<file path="src/rtl/line_state_mem_pkg.sv">
// Shared types for the line-state store: cache geometry, write op codes, flush walker states.
package memory_sub_system_param;

  localparam int NUM_CACHE_LINES = 64;
  localparam int INDEX_LENGTH    = $clog2(NUM_CACHE_LINES);

  typedef enum logic [1:0] {
    OP_FILL       = 2'd0,
    OP_MARK_DIRTY = 2'd1,
    OP_INVALIDATE = 2'd2
  } line_op_t;

  typedef enum logic [1:0] {
    IDLE    = 2'd0,
    SCAN    = 2'd1,
    WB_WAIT = 2'd2,
    DONE    = 2'd3
  } flush_state_t;

endpackage

</file>
<file path="src/rtl/line_state_mem_flush_walker.sv">
// Flush walker: visits every {index,way} once, clearing entries and handing dirty ones to writeback.
// LINE_STATE_DIRTY_EN enables the WB_WAIT writeback handshake; otherwise it is a pure invalidate walk.
module flush_walker
  import memory_sub_system_param::*;
#(
  parameter int NUM_LINES = 8,
  parameter int NUM_WAYS  = 1,
  parameter int IDX_W     = 3,
  parameter int WAY_W     = 1
) (
  input  logic             clk,
  input  logic             resetn,
  input  logic             flush_req,
  input  logic             cur_needs_wb,
  input  logic             wb_ack,
  output logic [IDX_W-1:0] walk_index,
  output logic [WAY_W-1:0] walk_way,
  output logic             clr_en,
  output logic             flush_busy,
  output logic             flush_done,
  output logic             wb_req,
  output logic [IDX_W-1:0] wb_index,
  output logic [WAY_W-1:0] wb_way,
  output flush_state_t     state
);

  localparam logic [IDX_W-1:0] LAST_IDX = IDX_W'(NUM_LINES - 1);
  localparam logic [WAY_W-1:0] LAST_WAY = WAY_W'(NUM_WAYS - 1);

  flush_state_t     state_d;
  logic [IDX_W-1:0] idx_d;
  logic [WAY_W-1:0] way_d;
  logic             advance;
  logic             last_entry;
  logic             take_wb;

  assign last_entry = (walk_index == LAST_IDX) && (walk_way == LAST_WAY);

`ifdef LINE_STATE_DIRTY_EN
  assign take_wb = cur_needs_wb;
`else
  logic unused_wb;
  assign take_wb   = 1'b0;
  assign unused_wb = cur_needs_wb ^ wb_ack;
`endif

  always_comb begin
    state_d = state;
    idx_d   = walk_index;
    way_d   = walk_way;
    clr_en  = 1'b0;
    advance = 1'b0;
    case (state)
      IDLE: begin
        if (flush_req) begin
          state_d = SCAN;
          idx_d   = '0;
          way_d   = '0;
        end
      end
      SCAN: begin
        if (take_wb) begin
          state_d = WB_WAIT;
        end else begin
          clr_en  = 1'b1;
          advance = 1'b1;
        end
      end
`ifdef LINE_STATE_DIRTY_EN
      WB_WAIT: begin
        if (wb_ack) begin
          clr_en  = 1'b1;
          advance = 1'b1;
        end
      end
`endif
      DONE:    state_d = IDLE;
      default: state_d = IDLE;
    endcase
    // Way is the inner loop; the pointer never wraps, the last entry exits to DONE.
    if (advance) begin
      if (last_entry) begin
        state_d = DONE;
      end else if (walk_way == LAST_WAY) begin
        way_d = '0;
        idx_d = walk_index + IDX_W'(1);
      end else begin
        way_d = walk_way + WAY_W'(1);
      end
    end
  end

  always_ff @(posedge clk or negedge resetn) begin
    if (!resetn) begin
      state      <= IDLE;
      walk_index <= '0;
      walk_way   <= '0;
      flush_busy <= 1'b0;
      flush_done <= 1'b0;
    end else begin
      state      <= state_d;
      walk_index <= idx_d;
      walk_way   <= way_d;
      flush_busy <= (state_d != IDLE);
      flush_done <= (state_d == DONE);
    end
  end

`ifdef LINE_STATE_DIRTY_EN
  // Request: wb_req rises when a dirty entry is found and holds index/way stable until wb_ack is sampled.
  always_ff @(posedge clk or negedge resetn) begin
    if (!resetn) begin
      wb_req   <= 1'b0;
      wb_index <= '0;
      wb_way   <= '0;
    end else if (state == SCAN && take_wb) begin
      wb_req   <= 1'b1;
      wb_index <= walk_index;
      wb_way   <= walk_way;
    end else if (state == WB_WAIT && wb_ack) begin
      wb_req   <= 1'b0;
    end
  end
`else
  assign wb_req   = 1'b0;
  assign wb_index = '0;
  assign wb_way   = '0;
`endif

endmodule

</file>
<file path="src/rtl/line_state_mem.sv">
// Per-line valid/dirty store with registered bypassed read, op-coded write and a flush walker.
// LINE_STATE_DIRTY_EN adds dirty storage, OP_MARK_DIRTY and the writeback handshake.
module line_state_mem
  import memory_sub_system_param::*;
#(
  parameter int  NUM_LINES = NUM_CACHE_LINES,
  parameter int  NUM_WAYS  = 1,
  parameter int  WAY_W     = (NUM_WAYS > 1) ? $clog2(NUM_WAYS) : 1,
  localparam int IDX_W     = $clog2(NUM_LINES)
) (
  input  logic                clk,
  input  logic                resetn,
  input  logic                rd_en,
  input  logic [IDX_W-1:0]    rd_index,
  output logic [NUM_WAYS-1:0] rd_valid,
  output logic [NUM_WAYS-1:0] rd_dirty,
  input  logic                wr_en,
  input  logic [IDX_W-1:0]    wr_index,
  input  logic [WAY_W-1:0]    wr_way,
  input  logic [1:0]          wr_op,
  input  logic                flush_req,
  output logic                flush_busy,
  output logic                flush_done,
  output logic                wb_req,
  output logic [IDX_W-1:0]    wb_index,
  output logic [WAY_W-1:0]    wb_way,
  input  logic                wb_ack,
  output logic [1:0]          flush_state
);

  logic [NUM_WAYS-1:0] valid_q [NUM_LINES];
  logic [NUM_WAYS-1:0] valid_d [NUM_LINES];
  logic [IDX_W-1:0]    walk_index;
  logic [WAY_W-1:0]    walk_way;
  logic                clr_en;
  logic                cur_needs_wb;
  logic                wr_ok;

  // Host writes are locked out for the whole walk, so they never race the clear strobe.
  assign wr_ok = wr_en && !flush_busy;

  flush_walker #(
    .NUM_LINES (NUM_LINES),
    .NUM_WAYS  (NUM_WAYS),
    .IDX_W     (IDX_W),
    .WAY_W     (WAY_W)
  ) u_walker (
    .clk          (clk),
    .resetn       (resetn),
    .flush_req    (flush_req),
    .cur_needs_wb (cur_needs_wb),
    .wb_ack       (wb_ack),
    .walk_index   (walk_index),
    .walk_way     (walk_way),
    .clr_en       (clr_en),
    .flush_busy   (flush_busy),
    .flush_done   (flush_done),
    .wb_req       (wb_req),
    .wb_index     (wb_index),
    .wb_way       (wb_way),
    .state        (flush_state)
  );

  always_comb begin
    valid_d = valid_q;
    for (int w = 0; w < NUM_WAYS; w++) begin
      if (wr_ok && wr_way == WAY_W'(w)) begin
        if (wr_op == OP_FILL)            valid_d[wr_index][w] = 1'b1;
        else if (wr_op == OP_INVALIDATE) valid_d[wr_index][w] = 1'b0;
      end
      if (clr_en && walk_way == WAY_W'(w)) valid_d[walk_index][w] = 1'b0;
    end
  end

  // Reads sample the next-state array, which gives the same-cycle write bypass.
  always_ff @(posedge clk or negedge resetn) begin
    if (!resetn) begin
      for (int i = 0; i < NUM_LINES; i++) valid_q[i] <= '0;
      rd_valid <= '0;
    end else begin
      valid_q <= valid_d;
      if (rd_en) rd_valid <= valid_d[rd_index];
    end
  end

`ifdef LINE_STATE_DIRTY_EN
  logic [NUM_WAYS-1:0] dirty_q [NUM_LINES];
  logic [NUM_WAYS-1:0] dirty_d [NUM_LINES];

  always_comb begin
    dirty_d = dirty_q;
    for (int w = 0; w < NUM_WAYS; w++) begin
      if (wr_ok && wr_way == WAY_W'(w)) begin
        if (wr_op == OP_FILL || wr_op == OP_INVALIDATE)
          dirty_d[wr_index][w] = 1'b0;
        else if (wr_op == OP_MARK_DIRTY && valid_q[wr_index][w])
          dirty_d[wr_index][w] = 1'b1;
      end
      if (clr_en && walk_way == WAY_W'(w)) dirty_d[walk_index][w] = 1'b0;
    end
  end

  always_comb begin
    cur_needs_wb = 1'b0;
    for (int w = 0; w < NUM_WAYS; w++) begin
      if (walk_way == WAY_W'(w))
        cur_needs_wb = valid_q[walk_index][w] & dirty_q[walk_index][w];
    end
  end

  always_ff @(posedge clk or negedge resetn) begin
    if (!resetn) begin
      for (int i = 0; i < NUM_LINES; i++) dirty_q[i] <= '0;
      rd_dirty <= '0;
    end else begin
      dirty_q <= dirty_d;
      if (rd_en) rd_dirty <= dirty_d[rd_index];
    end
  end
`else
  assign cur_needs_wb = 1'b0;
  assign rd_dirty     = '0;
`endif

endmodule

</file>
<file path="config.mk">
export PLATFORM = sky130hd
export DESIGN_NAME = line_state_mem
export DESIGN_NICKNAME = d
export VERILOG_FILES = /design/src/rtl/line_state_mem_pkg.sv /design/src/rtl/line_state_mem_flush_walker.sv /design/src/rtl/line_state_mem.sv
export SDC_FILE = /design/constraint.sdc
export NUM_CORES = 1
export LEC_CHECK = 0
export ABC_AREA = 1
export ABC_CLOCK_PERIOD_IN_PS = 2700
export CAP_MARGIN = 20
export CORE_ASPECT_RATIO = 0.75
export CORE_MARGIN = 5
export CORE_UTILIZATION = 60
export CTS_CLUSTER_SIZE = 16
export DETAILED_ROUTE_END_ITERATION = 8
export GPL_ROUTABILITY_DRIVEN = 0
export MAX_ROUTING_LAYER = met4
export PLACE_DENSITY = 0.85
export SLEW_MARGIN = 5
export SYNTH_ARGS = -nofsm -noshare
export SYNTH_HDL_FRONTEND = slang
export SYNTH_HIERARCHICAL = 1
export SYNTH_SLANG_ARGS = --single-unit
</file>
<file path="constraint.sdc">
create_clock -name clk -period 2.7 [get_ports clk]
set_input_delay 0.54 -clock clk [delete_from_list [all_inputs] [get_ports clk]]
set_output_delay 0.54 -clock clk [all_outputs]
set_load 0.01 [all_outputs]
</file>
==> impl_metrics.toml <==
[run_status]
outcome = "completed"

[synthesis]
ys_top_cells_by_area = "dfrtp_1 (34%), nand3_1 (19%), nand2_1 (18%)"
ys_ff_latch = 76
synthCells = 849
ys_seq_area_frac = 0.343
async_reset_ff_frac = 1.00
yosysMostFrequentCell = "nand2_1"
synth_ff_type = "dfrtp_1"
synth_area_leader_cell = "dfrtp_1"
avgSynthCellArea_sq_um = 6.53
syn-cell-area_sq_um = 5550
synth_cell_types = 34
yosys_warnings = 6
synth_commonest_cells = "nand2_1 (265), nand3_1 (205), inv_1 (156)"
synth_top_area_frac = 0.343
synth_edf_count = 0

[grt]
grt_util_all_layers = 0.286
grt-ovfl-total = 0
use_met1 = 0.383
grt_pass1_wl_um = 24900
use_met2 = 0.431
grt_util_met3 = 0.0665
grt_max_degree = 65
grt_pass1_vias = 5105
antenna_found_initial = 0
busiest_layer = "met2"

[power]
p_per_area_nw_per_um2 = 588
leakagePower_nw = 3.79
ir_worst_vdd_mv = 0.367

[drt]
wl_um = 15100
wl_per_cell_um = 14.5
drcViolationCount = 0
antenna_left = 0
drt_iter0_drc = 706
dr_total_vias = 5531
dr.pass1.iters = 6
vias_per_cell = 5.33

[die]
io_pins = 35
initial_utilization = 0.613
dieArea_sq_um = 11300
row_count = 30
core-area_sq_um = 9050
fp.dieH_um = 93.3
die_w_um = 121

[placement]
io_buffers = 24
dp.cells = 1021
dp_hpwl_um = 10100
placed_area_sq_um = 6200

[worst_setup_path]
critPathLaunchType = "input pin"
timing.critical_path.buf_inv = 3
crit_chain = "clkdlybuf4s50_1 > buf_4 > nand3_1 > buf_4 > nor2_4 > nand3_1 > nand3_1 > nand2_1 > nand3_1 > nand3_1 > nand3_1 > nand3_1 > nand3_1 > nand2_1 > nand2_1 > nand2_1"
max_stage_delay_ps = 560
path_max_fanout = 6
end_kind = "flop"
crit_slowest_cell = "clkdlybuf4s50_1"
path_class = "in -> reg"
required_ps = 2930
cp_common_cell = "nand3_1"
cp_top_family = "simple AND/OR/NAND/NOR gates"
cp_data_arrival_time_ps = 2720

[job]
cap_viol_max_count = 0

[timing]
finalCritPeriodShare = 0.921
setup_viol = 0
final_max_slew_viol_count = 0
period_minus_slack_ps = 2490
skew_ps = 7.56
slew_headroom = 0.583
rsz0062_at_grt = "no"
hold_violations = 0
worst_slew_pin_slew_ps = 621
max_clock_freq_ghz = 0.402
fin_worst_hold_slack_ps = 178

[cts]
cts.sinks = 76
h-tree-depth = 3
postCtsSetupRepairBufs = 0
clk_pin_slew_worst_paths_ps = 60
clock_path_buffers = 2
cts_hold_buffers = 0
cts_tree = "built"
cts_buffers = 9
clk_latency_ps = 340
cts-resized-gates = 0
cts-root-buf = "clkbuf_16"

[finish]
insertedDiodeCount = 0
drive_above_1_share = 0.141
fin_nets = 926
area_delta_synth_final_pct = 17.9
instances_no_fill = 1037
post-route-cell-area_sq_um = 6540
final_util = 0.723

[worst_hold_path]
hp-class = "in -> async"
## cell type report
cell class | count | area (sq um)
Sequential cell | 76 | 1900
Tap cell | 128 | 160
Clock inverter | 3 | 67.6
Inverter | 173 | 653
Multi-Input combinational cell | 570 | 2750
Fill cell | 692 | 2510
Clock buffer | 13 | 270
Timing Repair Buffer | 74 | 733
## metrics by stage
step / setup TNS (ps) / power (mW) / worst slack, ps
floorplan: 0 / 2.04 / 733
global placement: -14.1 / 2.44 / -14.1
detailed placement: -102 / 2.46 / -102
CTS: 0 / 3.83 / 250
global route: 0 / 4.03 / 13.3
finish: 0 / 3.85 / 212
## per-layer routing
layer / part of all wire / vias up
met5: 0 / -
met4: 0.019 / 0
met3: 0.11 / 32
met2: 0.45 / 316
met1: 0.43 / 2474
li1: - / 2709
## state kept, by name, summed over array words and instances (netlist names)
name and cells:
u_walker/flush_busy 1, rd_valid 1, u_walker/walk_way 1, u_walker/flush_done 1, valid_q 64, u_walker/state 2
u_walker/walk_index 6
## cells by family after synthesis
logic type	share of synthesized area
adders and majority gates	0.00226
AOI/OAI and AO/OA	0.0147
other	0.00135
and+or+nand+nor	0.472
DFF	0.343
xor gates and xnor gates	0.00158
buffers and inverters	0.165
## layout by cell type (no fill, tap or decap), drive strengths merged
cell	n
clkinvlp	1
xor2	1
a21oi	4
nand3b	1
nand2	273
inv	165
clkbuf	13
bufinv	2
or2	1
nand3	215
dfrtp	76
nor2	46
clkinv	8
ha	1
conb	9
buf	52
a21o	5
o21ai	4
nand4	2
nor3	8
clkdlybuf4s50	22
## worst register-to-register path, cell delays in order (launching register included)
cell and delay, ps:
dfrtp_1 630, inv_2 170, nor3_4 480, nand2_1 120, nand3_1 140, nand2_1 70
nand3_1 90, nand3_1 140, nand3_1 110, nand3_1 80, nand3_1 90, nand2_1 70
nand2_1 50, nand2_1 50
## worst paths after layout
check / startpoint / endpoint / slack (ps) / cells after the start
max in group asynchronous: resetn / valid_q[25] / 1930 / 2
max reg2reg: u_walker/walk_index[3] / rd_valid / 300 / 13
min: resetn / u_walker/walk_index[3] / 180 / 1
min reg2reg: rd_valid / rd_valid / 490 / 2
max: wr_index[0] / rd_valid / 210 / 16
min in group clk: rd_valid / rd_valid / 490 / 2
## power by group
| group | leakage [nW] | total (mW) | switching, mW | internal [mW] |
|---|---|---|---|---|
| logic | 2.59 | 1.15 | 0.778 | 0.368 |
| clock network | 0.162 | 1.35 | 0.469 | 0.885 |
| registers | 1.04 | 1.35 | 0.143 | 1.20 |
| total | 3.79 | 3.85 | 1.39 | 2.46 |
Note: power is estimated with default switching activity, not from simulation.
